File: src/rtl/reg_wb_queue.sv
// Writeback queue in front of the register-file write port, with read bypass.
// Optional WB_COALESCE_EN: same-address requests merge into the tail entry.
module reg_wb_queue #(
  parameter int DEPTH = 4,
  parameter int AW    = 2
) (
  input  logic          CLK,
  input  logic          RST_N,
  input  logic          in_valid,
  output logic          in_ready,
  input  logic [4:0]    in_addr,
  input  logic [31:0]   in_data,
  input  logic          hold,
  output logic          w_en,
  output logic [4:0]    A3,
  output logic [31:0]   WD3,
  input  logic [4:0]    A1,
  input  logic [4:0]    A2,
  input  logic [31:0]   RD1,
  input  logic [31:0]   RD2,
  output logic [31:0]   RD1_fwd,
  output logic [31:0]   RD2_fwd,
  output logic [AW:0]   count
);

  localparam logic [AW:0] DEPTH_C = (AW+1)'(DEPTH);
  localparam logic [AW:0] ONE_C   = (AW+1)'(1);

  logic [4:0]    addr_q [DEPTH];
  logic [4:0]    addr_d [DEPTH];
  logic [31:0]   data_q [DEPTH];
  logic [31:0]   data_d [DEPTH];
  logic [AW-1:0] rd_ptr_q, rd_ptr_d;
  logic [AW-1:0] wr_ptr_q, wr_ptr_d;
  logic [AW:0]   count_q, count_d;
  logic          w_en_q, w_en_d;
  logic [4:0]    a3_q, a3_d;
  logic [31:0]   wd3_q, wd3_d;

  logic [AW-1:0] tail_ptr;
  logic          pop;
  logic          coal;
  logic          accept;
  logic          push;

  assign tail_ptr = wr_ptr_q - 1'b1;
  assign pop      = (count_q != '0) && !hold;

`ifdef WB_COALESCE_EN
  // A tail that is also the head being popped cannot be merged into.
  assign coal = in_valid && (in_addr != 5'd0)
             && (count_q != '0)
             && (addr_q[tail_ptr] == in_addr)
             && !(pop && (count_q == ONE_C));
  assign in_ready = (count_q < DEPTH_C) || coal;
`else
  assign coal     = 1'b0;
  assign in_ready = (count_q < DEPTH_C);
`endif

  assign accept = in_valid && in_ready;
  assign push   = accept && (in_addr != 5'd0) && !coal;

  always_comb begin
    addr_d   = addr_q;
    data_d   = data_q;
    rd_ptr_d = rd_ptr_q;
    wr_ptr_d = wr_ptr_q;
    w_en_d   = pop;
    a3_d     = a3_q;
    wd3_d    = wd3_q;
    if (push) begin
      addr_d[wr_ptr_q] = in_addr;
      data_d[wr_ptr_q] = in_data;
      wr_ptr_d         = wr_ptr_q + 1'b1;
    end
    if (accept && coal) begin
      data_d[tail_ptr] = in_data;
    end
    if (pop) begin
      a3_d     = addr_q[rd_ptr_q];
      wd3_d    = data_q[rd_ptr_q];
      rd_ptr_d = rd_ptr_q + 1'b1;
    end
  end

  always_comb begin
    count_d = count_q;
    unique case (1'b1)
      push && !pop: count_d = count_q + ONE_C;
      pop && !push: count_d = count_q - ONE_C;
      default:      count_d = count_q;
    endcase
  end

  always_ff @(posedge CLK or negedge RST_N) begin
    if (!RST_N) begin
      for (int i = 0; i < DEPTH; i++) begin
        addr_q[i] <= '0;
        data_q[i] <= '0;
      end
      rd_ptr_q <= '0;
      wr_ptr_q <= '0;
      count_q  <= '0;
      w_en_q   <= 1'b0;
      a3_q     <= '0;
      wd3_q    <= '0;
    end else begin
      addr_q   <= addr_d;
      data_q   <= data_d;
      rd_ptr_q <= rd_ptr_d;
      wr_ptr_q <= wr_ptr_d;
      count_q  <= count_d;
      w_en_q   <= w_en_d;
      a3_q     <= a3_d;
      wd3_q    <= wd3_d;
    end
  end

  // Walk oldest to youngest so the youngest match overrides.
  logic [AW-1:0] idx;
  logic [31:0]   fwd1, fwd2;

  always_comb begin
    idx  = rd_ptr_q;
    fwd1 = (w_en_q && (a3_q == A1)) ? wd3_q : RD1;
    fwd2 = (w_en_q && (a3_q == A2)) ? wd3_q : RD2;
    for (int j = 0; j < DEPTH; j++) begin
      idx = rd_ptr_q + AW'(j);
      if (((AW+1)'(j) < count_q) && (addr_q[idx] == A1)) begin
        fwd1 = data_q[idx];
      end
      if (((AW+1)'(j) < count_q) && (addr_q[idx] == A2)) begin
        fwd2 = data_q[idx];
      end
    end
    if (A1 == 5'd0) begin
      fwd1 = '0;
    end
    if (A2 == 5'd0) begin
      fwd2 = '0;
    end
  end

  assign RD1_fwd = fwd1;
  assign RD2_fwd = fwd2;
  assign w_en    = w_en_q;
  assign A3      = a3_q;
  assign WD3     = wd3_q;
  assign count   = count_q;

endmodule
File: config.mk
export PLATFORM = sky130hd
export DESIGN_NAME = reg_wb_queue
export DESIGN_NICKNAME = d
export VERILOG_FILES = /design/src/rtl/reg_wb_queue.sv
export SDC_FILE = /design/constraint.sdc
export NUM_CORES = 1
export LEC_CHECK = 0
export CORE_AREA = 8 8 215 217
export CTS_BUF_LIST = sky130_fd_sc_hd__clkbuf_8
export DETAILED_ROUTE_END_ITERATION = 12
export DIE_AREA = 0 0 223 225
export SYNTH_ARGS = -nofsm -noshare
export SYNTH_HDL_FRONTEND = slang
export SYNTH_SLANG_ARGS = --single-unit
File: constraint.sdc
create_clock -name CLK -period 7.25 [get_ports CLK]
set_input_delay 1.0875 -clock CLK [delete_from_list [all_inputs] [get_ports CLK]]
set_output_delay 1.0875 -clock CLK [all_outputs]
set_load 0.03 [all_outputs]
Word level (Yosys, flattened, before mapping)
Cells that the tools add are included.
- equality and inequality tests: 10
- shifts and indexed selects: 0
- multiplexer cells: 43
- $lt $le $gt $ge: 11
- reductions and logical operators: 24
- div/mod/pow operators: 0
- bitwise logic cells: 5
- $mul: 0
- add/sub/neg operators: 6
- operators by type and width (operator ; count):
    $mux W32 ; 21
    $bmux W32 S2 ; 4
    $bwmux W128 ; 1
    $demux W32 S2 ; 1
    $eq A5 B5 Y1 ; 10
    $mux W5 ; 9
    $bmux W5 S2 ; 4
    $bwmux W20 ; 1
    $logic_and A1 B1 Y1 ; 16
    $ge A3 B3 Y1 const B ; 5
    $not A2 Y3 ; 5
    $demux W5 S2 ; 1
    $logic_not A5 Y1 ; 2
    $lt A1 B3 Y1 const A ; 2
    $lt A2 B3 Y1 const A ; 2
    $pmux W3 S2 ; 1
    $reduce_bool A5 Y1 ; 1
    $add A2 B1 Y2 const B ; 2
    $add A2 B2 Y2 const B ; 2
    $add A3 B1 Y3 const B ; 1
    $logic_not A1 Y1 ; 3
    $lt A3 B1 Y1 const B ; 1
    $lt A3 B3 Y1 const B ; 1
    $reduce_bool A3 Y1 ; 1
    other kinds (2) ; 2
- output and inout port bits: 106
- memories: 0
- input bits: 115
- latch bits: 0
- register bits: 193
- ROM bits: 0
- RAM bits: 0

Longest topological paths before layout
- depth in word-level cells: 11
- mapped depth: 12

Least setup slack after synthesis
OpenSTA, ideal clock, no wires.
- path type: input-to-output
- from: input port A1[1]
- to: output port RD1_fwd[0]
- data required time: 6162 ps
- path buffers: 3
- cell stages on the path: 10
- slack: 2785 ps
- arrival time: 3377 ps
- path through: clkbuf_1 xor2_1 nor4_1 and3_1 clkbuf_1 buf_1 mux2i_1 mux2i_1 mux2i_1 a21oi_1
- cells in the longest elaborated chain, start to end: 8
- ends and longest elaborated chain (what ; RTL line ; text):
    start, declared ; 17 ; input logic [4:0] A1,
    $eq A5 B5 Y1 ; 126 ; fwd1 = (w_en_q && (a3_q == A1)) ? wd3_q : RD1;
    $logic_and A1 B1 Y1 ; 126 ;
    $mux W32 ; 126 ;
    $mux W32 (4 in series) ; 130 ; if (((AW+1)'(j) < count_q) && (addr_q[idx] == A1)) begin
    $mux W32 * ; 137 ; if (A1 == 5'd0) begin
    end, declared ; 21 ; output logic [31:0] RD1_fwd,
Every way passes the cells marked *; elsewhere a longest branch is shown, timed or not.

Worst setup path in the final report
- from: register rd_ptr_q[1]
- to: output port RD1_fwd[3]
- cells in the longest elaborated chain, start to end: 11
- ends and longest elaborated chain (what ; RTL line ; text):
    start, declared ; 33 ; logic [AW-1:0] rd_ptr_q, rd_ptr_d;
    start signal, assigned ; 111 ; rd_ptr_q <= rd_ptr_d;
    $add A2 B1 Y2 / $not A2 Y3 (equally long branches) ; 129, 130, 131 ;
    $not A2 Y3 (not written as such) / $bmux W5 S2 (equally long branches) ; 130, 131 ;
    $bmux W5 S2 / $mux W5 (equally long branches) ; 130 ;
    $mux W5 (not written as such) ; 130 ;
    $mux W5 (not written as such) / $eq A5 B5 Y1 (equally long branches) ; 130 ;
    $eq A5 B5 Y1 / $logic_and A1 B1 Y1 (equally long branches) ; 130 ;
    $logic_and A1 B1 Y1 / $mux W32 (equally long branches) ; 130 ;
    $mux W32 (2 in series) ; 130 ;
    $mux W32 * ; 130 ;
    $mux W32 * ; 137 ;
Every way passes the cells marked *; elsewhere a longest branch is shown, timed or not. The select of a mux whose other input is x is not followed.

==> metrics <==
status=completed; clk slew on worst S/H paths=120 ps; Post CTS Setup Buffer Count=0; area leader, netlist=dfrtp_1; synthesized-area fraction occupied by adder cells=0.7620%; DP HPWL=33.69 mm; Net Sw Power=around 4.4 mW; DRC violations left=0; Synthesis Warnings=0; Die H=225 µm; site row count=76; WP data arrival=5520 ps; CTS Buf Count=17; global-route wire length before repair=76.43 mm; Post-CTS Resized=0; 1st-iter DRT viols=905; via count=12.50k; P&R area growth vs syn=20.20%; Max Fclk=between 150 and 200 MHz; 1st-pass router iterations=7; Int Pwr=4.581 mW; post-layout min period=between 6000 and 7000 ps; layer with the highest usage=met2; register area share after synthesis=32.68%; Least-Margin Pin Slew=1083 ps; count of cell types in the netlist=44; Async SR Flop Fraction=100.0%; largest cells by area after synthesis=dfrtp_1 (33%), mux2_2 (14%), mux2i_1 (13%); #FFs+latches synth=193; syn nets=1630; Setup crit end kind=output port; Mean Syn Cell Area=9.813 µm²; Post-synth EDFFs=0; CTS sink count=~190; Synth Cell Area=14780 µm²; Worst Skew=22.74 ps; H-Tree Depth=4; number of global-route vias before repair=12.68k; DP Area=17320 µm²; setup violators final=0; Stages on worst setup path=8; Critical Path Fanout Max=between 60 and 70; worst hold slack=527.3 ps; peak supply drop=a little under 0.3 mV; Clock Latency Late Sink=530 ps; met3 usage=4.164%; Max-cap violations=0; Top delay family on crit path=simple AND/OR/NAND/NOR gates; multiplexer area fraction after synthesis=33.32%; initial antenna violation count=4; Final Hold Vio Count=0; fin nets=1757; WS Path Type=flip-flop to output port; WL per Instance=22.54 µm; CTS tree=built; RR Endpoint=WD3[20]; DRT Wirelength=49.53 mm; main combinational cell family by area after synthesis=multiplexers; required time of the critical path=~6200 ps; Root Driver=clkbuf_8; cell area after layout=17760 µm²; worst-path cell chain=buf_4 -> mux4_2 -> xnor2_1 -> nand3_2 -> nand2b_2 -> o221ai_1 -> a21oi_1 -> clkdlybuf4s50_1; Die Wd=about 220 µm; Tot GR Track Use=roughly a fifth; Avg Vias per Cell=5.690; layout cells sized above 1=20.47%; Synth Area in XOR/XNOR=under 10%; dominant synthesized flop cell=dfrtp_1; post-synth top area share=32.68%; Clock Power Share=about 9.0%; count leader, synth=mux2i_1; core area=42700 µm²; met1 Use GR=24.78%; worst hold path class=flip-flop to flip-flop; die area=about 50000 µm²; crit start category=flip-flop; sw frac=48.96%; R2R Path Start=rd_ptr_q[1]; total grt overflow=0; Initial Util=34.61%; IO Port Bufs=220; crit path launch=rd_ptr_q[1]; dpl ws=981.9 ps; GP Congestion=around 0.82; simple-gate portion of the synthesized area=8.915%; total negative slack=0 ps; Slew headroom=between 20% and 30%; Gate Count Post-Synth=roughly 1.5k; top post-synthesis cells by count=mux2i_1 (195), dfrtp_1 (193), mux2_2 (184); routing usage on met2=31.76%; P_leak=7.213 nW; Critical Path End=RD1_fwd[3]; I/O Pins=221; Detail Route Antenna Nets=0; Max clock buf depth=2; CP Buf/Inv Count=2; sequential share of power=a little under a quarter; FF-to-FF setup slack=between 3000 and 4000 ps; Hold Buf Count CTS=0; period utilization=between 90% and 100%; cells on worst reg2reg path=5; final worst setup slack=642.3 ps; Slew Viols, Final=0; combinational share of power=around 67%; Max stage delay on crit path=1010 ps; slowest stage cell, crit path=nand2b_2; PwrDens=505.2 nW/µm²; RSZ-0062 raised after global routing=false; complex-gate fraction of the synthesized area=16.48%; pin count of the biggest net entering global routing=94
## logic make-up (layout without fill, tap and decap cells)
family                     count (synthesis)  count (layout)
buffers and inverters                    147             287
xor gates and xnor gates                  56              56
muxes                                    428             428
AOI/OAI and AO/OA                        385             385
adders and majority gates                  9               9
DFF                                      193             193
and+or+nand+nor                          288             288
other                                      0               5
## placed cells by master, fill, tap and decap left out, drive strengths merged, types with 2 or more instances in the layout
cell	synthesis	layout
nand4	5	5
inv	7	11
clkinvlp	0	2
or3	3	3
o221ai	32	32
o21a	2	2
nor4	5	5
nand3	3	3
xnor2	31	31
dfrtp	193	193
a21oi	155	155
clkbuf	89	18
nor2b	30	30
o211ai	31	31
o21ai	100	100
clkinv	1	6
clkdlybuf4s50	0	219
and3	34	34
mux2	213	213
a211oi	62	62
ha	9	9
nor2	41	41
xor2	25	25
mux2i	195	195
buf	50	27
nor3	6	6
nand2	157	157
bufinv	0	4
diode	0	5
mux4	20	20
## stage by stage
stage	power (mW)	std cells	util [%]
6_report	8.974	2197	41.60
5_1_grt	9.598	2193	41.58
4_1_cts	9.004	2192	41.57
3_5_place_dp	8.159	2160	40.58
3_3_place_gp	8.044	2160	40.58
2_1_floorplan	6.317	1506	-
## how the worst min path moves through the flow
stage | from | end | slack, ps | cells past startpoint
2_1_floorplan | data_q[37] | data_q[37] | 490 | 1
3_3_place_gp | data_q[32] | data_q[32] | 500 | 1
3_5_place_dp | data_q[45] | data_q[45] | 500 | 1
4_1_cts | data_q[45] | data_q[45] | 530 | 1
5_1_grt | data_q[45] | data_q[45] | 540 | 1
6_report | data_q[45] | data_q[45] | 530 | 1
## sequential cells by signal, indices dropped and copies added (netlist names)
signal	cells
w_en	1
A3	5
WD3	32
count	3
wr_ptr_q	2
rd_ptr_q	2
addr_q	20
data_q	128
## power groups by stage
| stage | clock (mW) | sequential [mW] | combinational [mW] |
|---|---|---|---|
| after CTS | 0.844 | 2.12 | 6.04 |
| after global placement | 0 | 2.11 | 5.94 |
| after detailed placement | 0 | 2.15 | 6.01 |
| after global routing | 0.880 | 2.22 | 6.50 |
| after floorplan | 0 | 2.18 | 4.14 |
| final | 0.811 | 2.12 | 6.04 |
## area by class of cell
type / instances / area (µm²)
fill: 4104 / 24930
multi-input combinational: 1166 / 9338
sequential: 193 / 4837
timing repair buffer: 247 / 2434
tap: 546 / 683.2
clock buffer: 17 / 234.0
clock inverter: 15 / 192.7
inverter: 8 / 32.53
antenna: 5 / 12.51
## metal layers
| metal | wire length [µm] | vias to the layer above | share of wire [%] |
|---|---|---|---|
| li1 | - | 5807 | - |
| met1 | 21880 | 6172 | 44 |
| met2 | 23060 | 434 | 47 |
| met3 | 3132 | 85 | 6.3 |
| met4 | 1448 | 2 | 2.9 |
| met5 | 13 | - | 0.026 |
(Power assumes the default switching activity.)
